===== src/rtl/pdm_pkg.sv =====
// Shared PDM constants and sample type. Used by the modulator, the saw/sine
// generators and the demodulator.
package pdm_pkg;
  localparam int PDM_WIDTH    = 10;
  localparam int PDM_DEC_LOG2 = 10;

  typedef logic [PDM_WIDTH-1:0] pdm_sample_t;
endpackage


===== src/rtl/pdm_demod_if.sv =====
// Demodulator bus: count enable and PDM bit in, decoded sample and strobes out.
interface pdm_demod_if
  import pdm_pkg::*;
#(
  parameter int WIDTH = PDM_WIDTH
);
  logic             en;
  logic             pdm_in;
  logic [WIDTH-1:0] sample;
  logic             sample_valid;
  logic             overrange;

  modport master (output en, pdm_in, input sample, sample_valid, overrange);
  modport slave  (input en, pdm_in, output sample, sample_valid, overrange);
endinterface


===== src/rtl/pdm_sync2.sv =====
// Two-flop synchroniser with async active-low clear, for pin and button inputs.
module pdm_sync2 (
  input  logic clk,
  input  logic rst_n,
  input  logic d,
  output logic q
);
  logic s1;

  always_ff @(posedge clk or negedge rst_n) begin
    if (!rst_n) begin
      s1 <= 1'b0;
      q  <= 1'b0;
    end else begin
      s1 <= d;
      q  <= s1;
    end
  end
endmodule


===== src/rtl/pdm_demod.sv =====
// Integrate-and-dump PDM decoder: counts ones over 2^DEC_LOG2 enabled clocks.
// Define PDM_DEMOD_SMOOTH_EN to average the last four window results.
module pdm_demod
  import pdm_pkg::*;
#(
  parameter int WIDTH    = PDM_WIDTH,
  parameter int DEC_LOG2 = PDM_DEC_LOG2
) (
  input logic        clk,
  input logic        rst_n,
  pdm_demod_if.slave bus
);
  localparam int SHIFT = DEC_LOG2 - WIDTH;

  generate
    if (DEC_LOG2 < WIDTH) begin : g_bad_params
      $error("pdm_demod: DEC_LOG2 must be >= WIDTH");
    end
  endgenerate

  logic                s2;
  logic [DEC_LOG2-1:0] win_cnt;
  logic [DEC_LOG2:0]   ones_acc;
  logic [DEC_LOG2:0]   total;
  logic [WIDTH:0]      scaled;
  logic                close;
  logic                sat;
  logic [WIDTH-1:0]    sat_val;
  logic [WIDTH-1:0]    next_sample;
  logic [WIDTH-1:0]    sample_q;
  logic                valid_q;
  logic                over_q;

  pdm_sync2 u_sync (
    .clk   (clk),
    .rst_n (rst_n),
    .d     (bus.pdm_in),
    .q     (s2)
  );

  // The last bit of a window is folded in combinationally so the dump and the
  // clear of the accumulator happen on the same edge.
  assign close   = bus.en & (&win_cnt);
  assign total   = ones_acc + {{DEC_LOG2{1'b0}}, s2};
  assign scaled  = (WIDTH+1)'(total >> SHIFT);
  assign sat     = scaled[WIDTH];
  assign sat_val = sat ? '1 : scaled[WIDTH-1:0];

`ifdef PDM_DEMOD_SMOOTH_EN
  // Four-tap history: the newest entry is sat_val itself, the three older ones
  // are held here, so the average includes the current window without delay.
  logic [2:0][WIDTH-1:0] hist;
  logic [WIDTH+1:0]      sum;

  always_comb begin
    sum = {2'b00, sat_val} + {2'b00, hist[0]} + {2'b00, hist[1]} + {2'b00, hist[2]};
    next_sample = WIDTH'(sum >> 2);
  end

  always_ff @(posedge clk or negedge rst_n) begin
    if (!rst_n) begin
      hist <= '0;
    end else if (close) begin
      hist <= {hist[1], hist[0], sat_val};
    end
  end
`else
  assign next_sample = sat_val;
`endif

  always_ff @(posedge clk or negedge rst_n) begin
    if (!rst_n) begin
      win_cnt  <= '0;
      ones_acc <= '0;
      sample_q <= '0;
      valid_q  <= 1'b0;
      over_q   <= 1'b0;
    end else begin
      valid_q <= 1'b0;
      over_q  <= 1'b0;
      if (bus.en) begin
        win_cnt  <= win_cnt + DEC_LOG2'(1);
        ones_acc <= close ? '0 : total;
        if (close) begin
          sample_q <= next_sample;
          valid_q  <= 1'b1;
          over_q   <= sat;
        end
      end
    end
  end

  assign bus.sample       = sample_q;
  assign bus.sample_valid = valid_q;
  assign bus.overrange    = over_q;
endmodule

===== src/flat_wrapper.sv =====
// flat-port wrapper written by rule: the top's interface ports become plain ports
module pdm_demod_flat import pdm_pkg::*;
#(
  parameter int WIDTH    = PDM_WIDTH,
  parameter int DEC_LOG2 = PDM_DEC_LOG2
)
  (clk, rst_n, bus_en, bus_pdm_in, bus_sample, bus_sample_valid, bus_overrange);
  pdm_demod_if #(.WIDTH(WIDTH)) bus_i ();
  input logic clk;
  input logic rst_n;
  input wire logic [$bits(bus_i.en)-1:0] bus_en;
  input wire logic [$bits(bus_i.pdm_in)-1:0] bus_pdm_in;
  output wire logic [$bits(bus_i.sample)-1:0] bus_sample;
  output wire logic [$bits(bus_i.sample_valid)-1:0] bus_sample_valid;
  output wire logic [$bits(bus_i.overrange)-1:0] bus_overrange;
  assign bus_i.en = bus_en;
  assign bus_i.pdm_in = bus_pdm_in;
  assign bus_sample = bus_i.sample;
  assign bus_sample_valid = bus_i.sample_valid;
  assign bus_overrange = bus_i.overrange;
  pdm_demod #(.WIDTH(WIDTH), .DEC_LOG2(DEC_LOG2)) u_core (.clk(clk), .rst_n(rst_n), .bus(bus_i));
endmodule

===== config.mk =====
export PLATFORM = sky130hd
export DESIGN_NAME = pdm_demod_flat
export DESIGN_NICKNAME = d
export VERILOG_FILES = /design/src/rtl/pdm_pkg.sv /design/src/rtl/pdm_demod_if.sv /design/src/rtl/pdm_sync2.sv /design/src/rtl/pdm_demod.sv /design/src/flat_wrapper.sv
export SDC_FILE = /design/constraint.sdc
export NUM_CORES = 1
export LEC_CHECK = 0
export BUFFER_PORTS_ARGS = -buffer_cell sky130_fd_sc_hd__clkbuf_2
export CORE_MARGIN = 4
export CORE_UTILIZATION = 55
export CTS_BUF_LIST = sky130_fd_sc_hd__clkbuf_8
export CTS_CLUSTER_DIAMETER = 150
export DETAILED_ROUTE_END_ITERATION = 8
export MAX_ROUTING_LAYER = met4
export PLACE_DENSITY = 0.75
export SLEW_MARGIN = 30
export SYNTH_ARGS = -nofsm -noshare
export SYNTH_HDL_FRONTEND = slang
export SYNTH_SLANG_ARGS = --single-unit
export TNS_END_PERCENT = 30

===== constraint.sdc =====
create_clock -name clk -period 4.9 [get_ports clk]
set_input_delay 1.47 -clock clk [delete_from_list [all_inputs] [get_ports clk]]
set_output_delay 1.47 -clock clk [all_outputs]
set_load 0.005 [all_outputs]

==> results.toml <==
[routing]
drc_errors = 0
wire_per_inst_um = 14.79
first_pass_iters = 4
viasPerCell = 5.670
drt_iter0_drc = 59
routed_wl_mm = 2.781
via_count = 1066
detail-route-antenna-nets = 0

[global_route]
track_usage_pct = 17.98
grt_max_degree = 36
antenna_found_initial = 0
grt_pass1_wl_mm = 4.767
grt_pass1_vias = 1042
grt-ovfl-total = 0

[clock_tree]
ctsResizeCount = 0
cts_tree = "built"
cts_hold_buf = 0
cts_root_buffer = "clkbuf_8"
clk_latency_ns = 0.28
clock-sinks = 35
clk_pin_slew_worst_paths_ns = 0.06
cts_buffers = 5
postCtsSetupBuffers = 0
cts_buffer_depth = 2
htree_num_levels = 2

[critical_path]
startpoint_type = "input port"
crit_cells = 6
reg2reg_depth = 6
critPathKind = "in -> reg"
arrival_ns = 3.07
worstSetupEndpointType = "flip-flop"
worstPathRequired_ns = 5.03
rr_startpoint = "u_core.win_cnt[0]"
critical_path.top_delay_family = "simple AND/OR/NAND/NOR gates"
reg2reg_slack_ns = 2.95
crit_chain = "clkbuf_2 > nand3_1 > nor3_4 > buf_8 > nand2b_1 > o22ai_1"
crit_end = "u_core.ones_acc[10]"
critPathMaxStageDelay_ns = 0.49
critPathMaxFanout = 22
crit_slowest_cell = "nor3_4"
critPathBufInv = 2
rr_endpoint = "u_core.ones_acc[10]"
cp-startpoint = "bus_en"

[synthesis]
netlist_top_cells_area = "dfrtp_1 (55%), xnor2_1 (6.6%), a31oi_1 (3.9%)"
syn_area_mm2 = 0.001595
synth.largest_area_cell = "dfrtp_1"
synth_top_area_share_pct = 54.90
synth_warnings = 0
syn_inst = 140
syn_area_per_cell_um2 = 11.39
yosysSeqAreaShare_pct = 54.90
syn-num-nets = 147
synth_cell_types = 29
ys_ff_latch = 35

[place]
numPortBuffers = 15
dp.cells = 180
gp_congestion = 0.8612
dp_hpwl_mm = 1.881
post-place-ws_ns = 1.384

[floorplanning]
die_w_um = 61.86
die_area_mm2 = 0.003826
die_h_um = 61.86
pin_count = 16
num_rows = 19
core_area_mm2 = 0.002758
initial_core_util_pct = 57.85

[power_and_ir_drop]
ir_worst_vdd_uv = 359.0
leakage_nw = 0.8692
powerDensity_mw_per_mm2 = 425.1

[sta]
tns_ns = 0
tightest_slew_ns = 0.8326
hold_viol_final = 0
setup_ws_ns = 1.960
slew_violations = 0
slew_headroom_pct = 44.49
rsz0062_at_grt = "no"
finalSetupViolCount = 0
max_freq_mhz = 340.2
finClkSkew_ns = 0.007307
period_needed_ns = 2.940
fin_crit_sh_pct = 59.99

[cells_and_area]
finalNonFillerCells = 188
drive_gt1_share_pct = 19.75
finalNetCount = 164
antenna_cells = 0
area_delta_synth_final_pct = 11.06
layout_common_cells = "dfrtp_1 (35), clkbuf_2 (15), nor2_1 (13)"
layout_commonest_cell = "dfrtp_1"

[outcome]
status = "finished clean"

[run]
drv_cap = 0

[worst_hold_path]
hold_path_class = "reg -> reg"
power by group:
part / internal (W) / total [W] / switching (W)
Sequential: 0.000343 / 0.000403 / 0.0000601
Combinational: 0.0000706 / 0.000145 / 0.0000743
Clock: 0.000110 / 0.000205 / 0.0000949
how the worst min path moves through the flow:
stage	startpoint	to	slack, ns	depth (start not counted)
after floorplan	u_core.u_sync.s1	u_core.u_sync.q	0.33	0
after global placement	u_core.u_sync.s1	u_core.u_sync.q	0.33	0
after detailed placement	u_core.u_sync.s1	u_core.u_sync.q	0.34	0
after CTS	u_core.u_sync.s1	u_core.u_sync.q	0.36	0
after global routing	u_core.u_sync.s1	u_core.u_sync.q	0.37	0
final	u_core.u_sync.s1	u_core.u_sync.q	0.35	0
sequential cells by signal, indices dropped and copies added (netlist names):
| signal | count |
|---|---|
| u_core.u_sync.s1 | 1 |
| u_core.bus.sample_valid | 1 |
| u_core.ones_acc | 11 |
| u_core.bus.overrange | 1 |
| u_core.u_sync.q | 1 |
| u_core.win_cnt | 10 |
| u_core.bus.sample | 10 |
logic make-up (layout without fill, tap and decap cells):
group	count (synthesis)	after routing	share of synthesized area [%]
and+or+nand+nor	44	44	16.86
DFF	35	35	54.90
AOI/OAI and AO/OA	24	24	9.725
xor gates and xnor gates	18	18	10.35
buffers and inverters	14	31	4.392
adders and majority gates	3	3	2.353
muxes	2	2	1.412
layout make-up:
cell class / count / area (um2)
Timing Repair Buffer: 16 / 90.09
Clock buffer: 6 / 82.58
Multi-Input combinational cell: 91 / 649.4
Tap cell: 31 / 38.79
Inverter: 8 / 30.03
Clock inverter: 1 / 5.005
Fill cell: 227 / 985.9
Sequential cell: 35 / 875.8
cells in the mapped netlist:
master,count
nand3_1,6
and4_4,2
xnor2_1,12
a22o_1,4
and3_1,4
nand4_1,5
xor2_1,5
inv_1,8
nor2_1,13
o22ai_1,6
nor2b_1,4
nand4_4,1
and2_1,1
nand2b_1,1
buf_4,2
a31oi_1,10
dfrtp_1,35
and2b_1,2
nor3_4,1
clkbuf_1,1
o21ai_1,1
nand2_1,3
mux2_2,2
buf_6,1
buf_2,2
o21ai_0,3
xnor2_2,1
nand3_2,1
ha_1,3
stage by stage:
step,power (W),utilization (%),hold slack (ns),area (um2)
finish,0.0007532,64.25,0.3544,1772
global route,0.0008007,64.25,0.3654,1772
CTS,0.0007575,63.70,0.3574,1757
detailed placement,0.0005518,60.53,0.3436,1669
global placement,0.0005442,60.53,0.3346,1669
floorplan,0.0005125,-,0.3312,1595
layer usage:
| layer | track usage, % | up-vias | routed length [um] |
|---|---|---|---|
| met3 | 6.405 | 5 | 146 |
| met1 | 22.27 | 511 | 1296 |
| met5 | - | - | 0 |
| met4 | 7.576 | 0 | 48 |
| met2 | 26.61 | 27 | 1289 |
| li1 | - | 523 | - |
(Power assumes the default switching activity.)
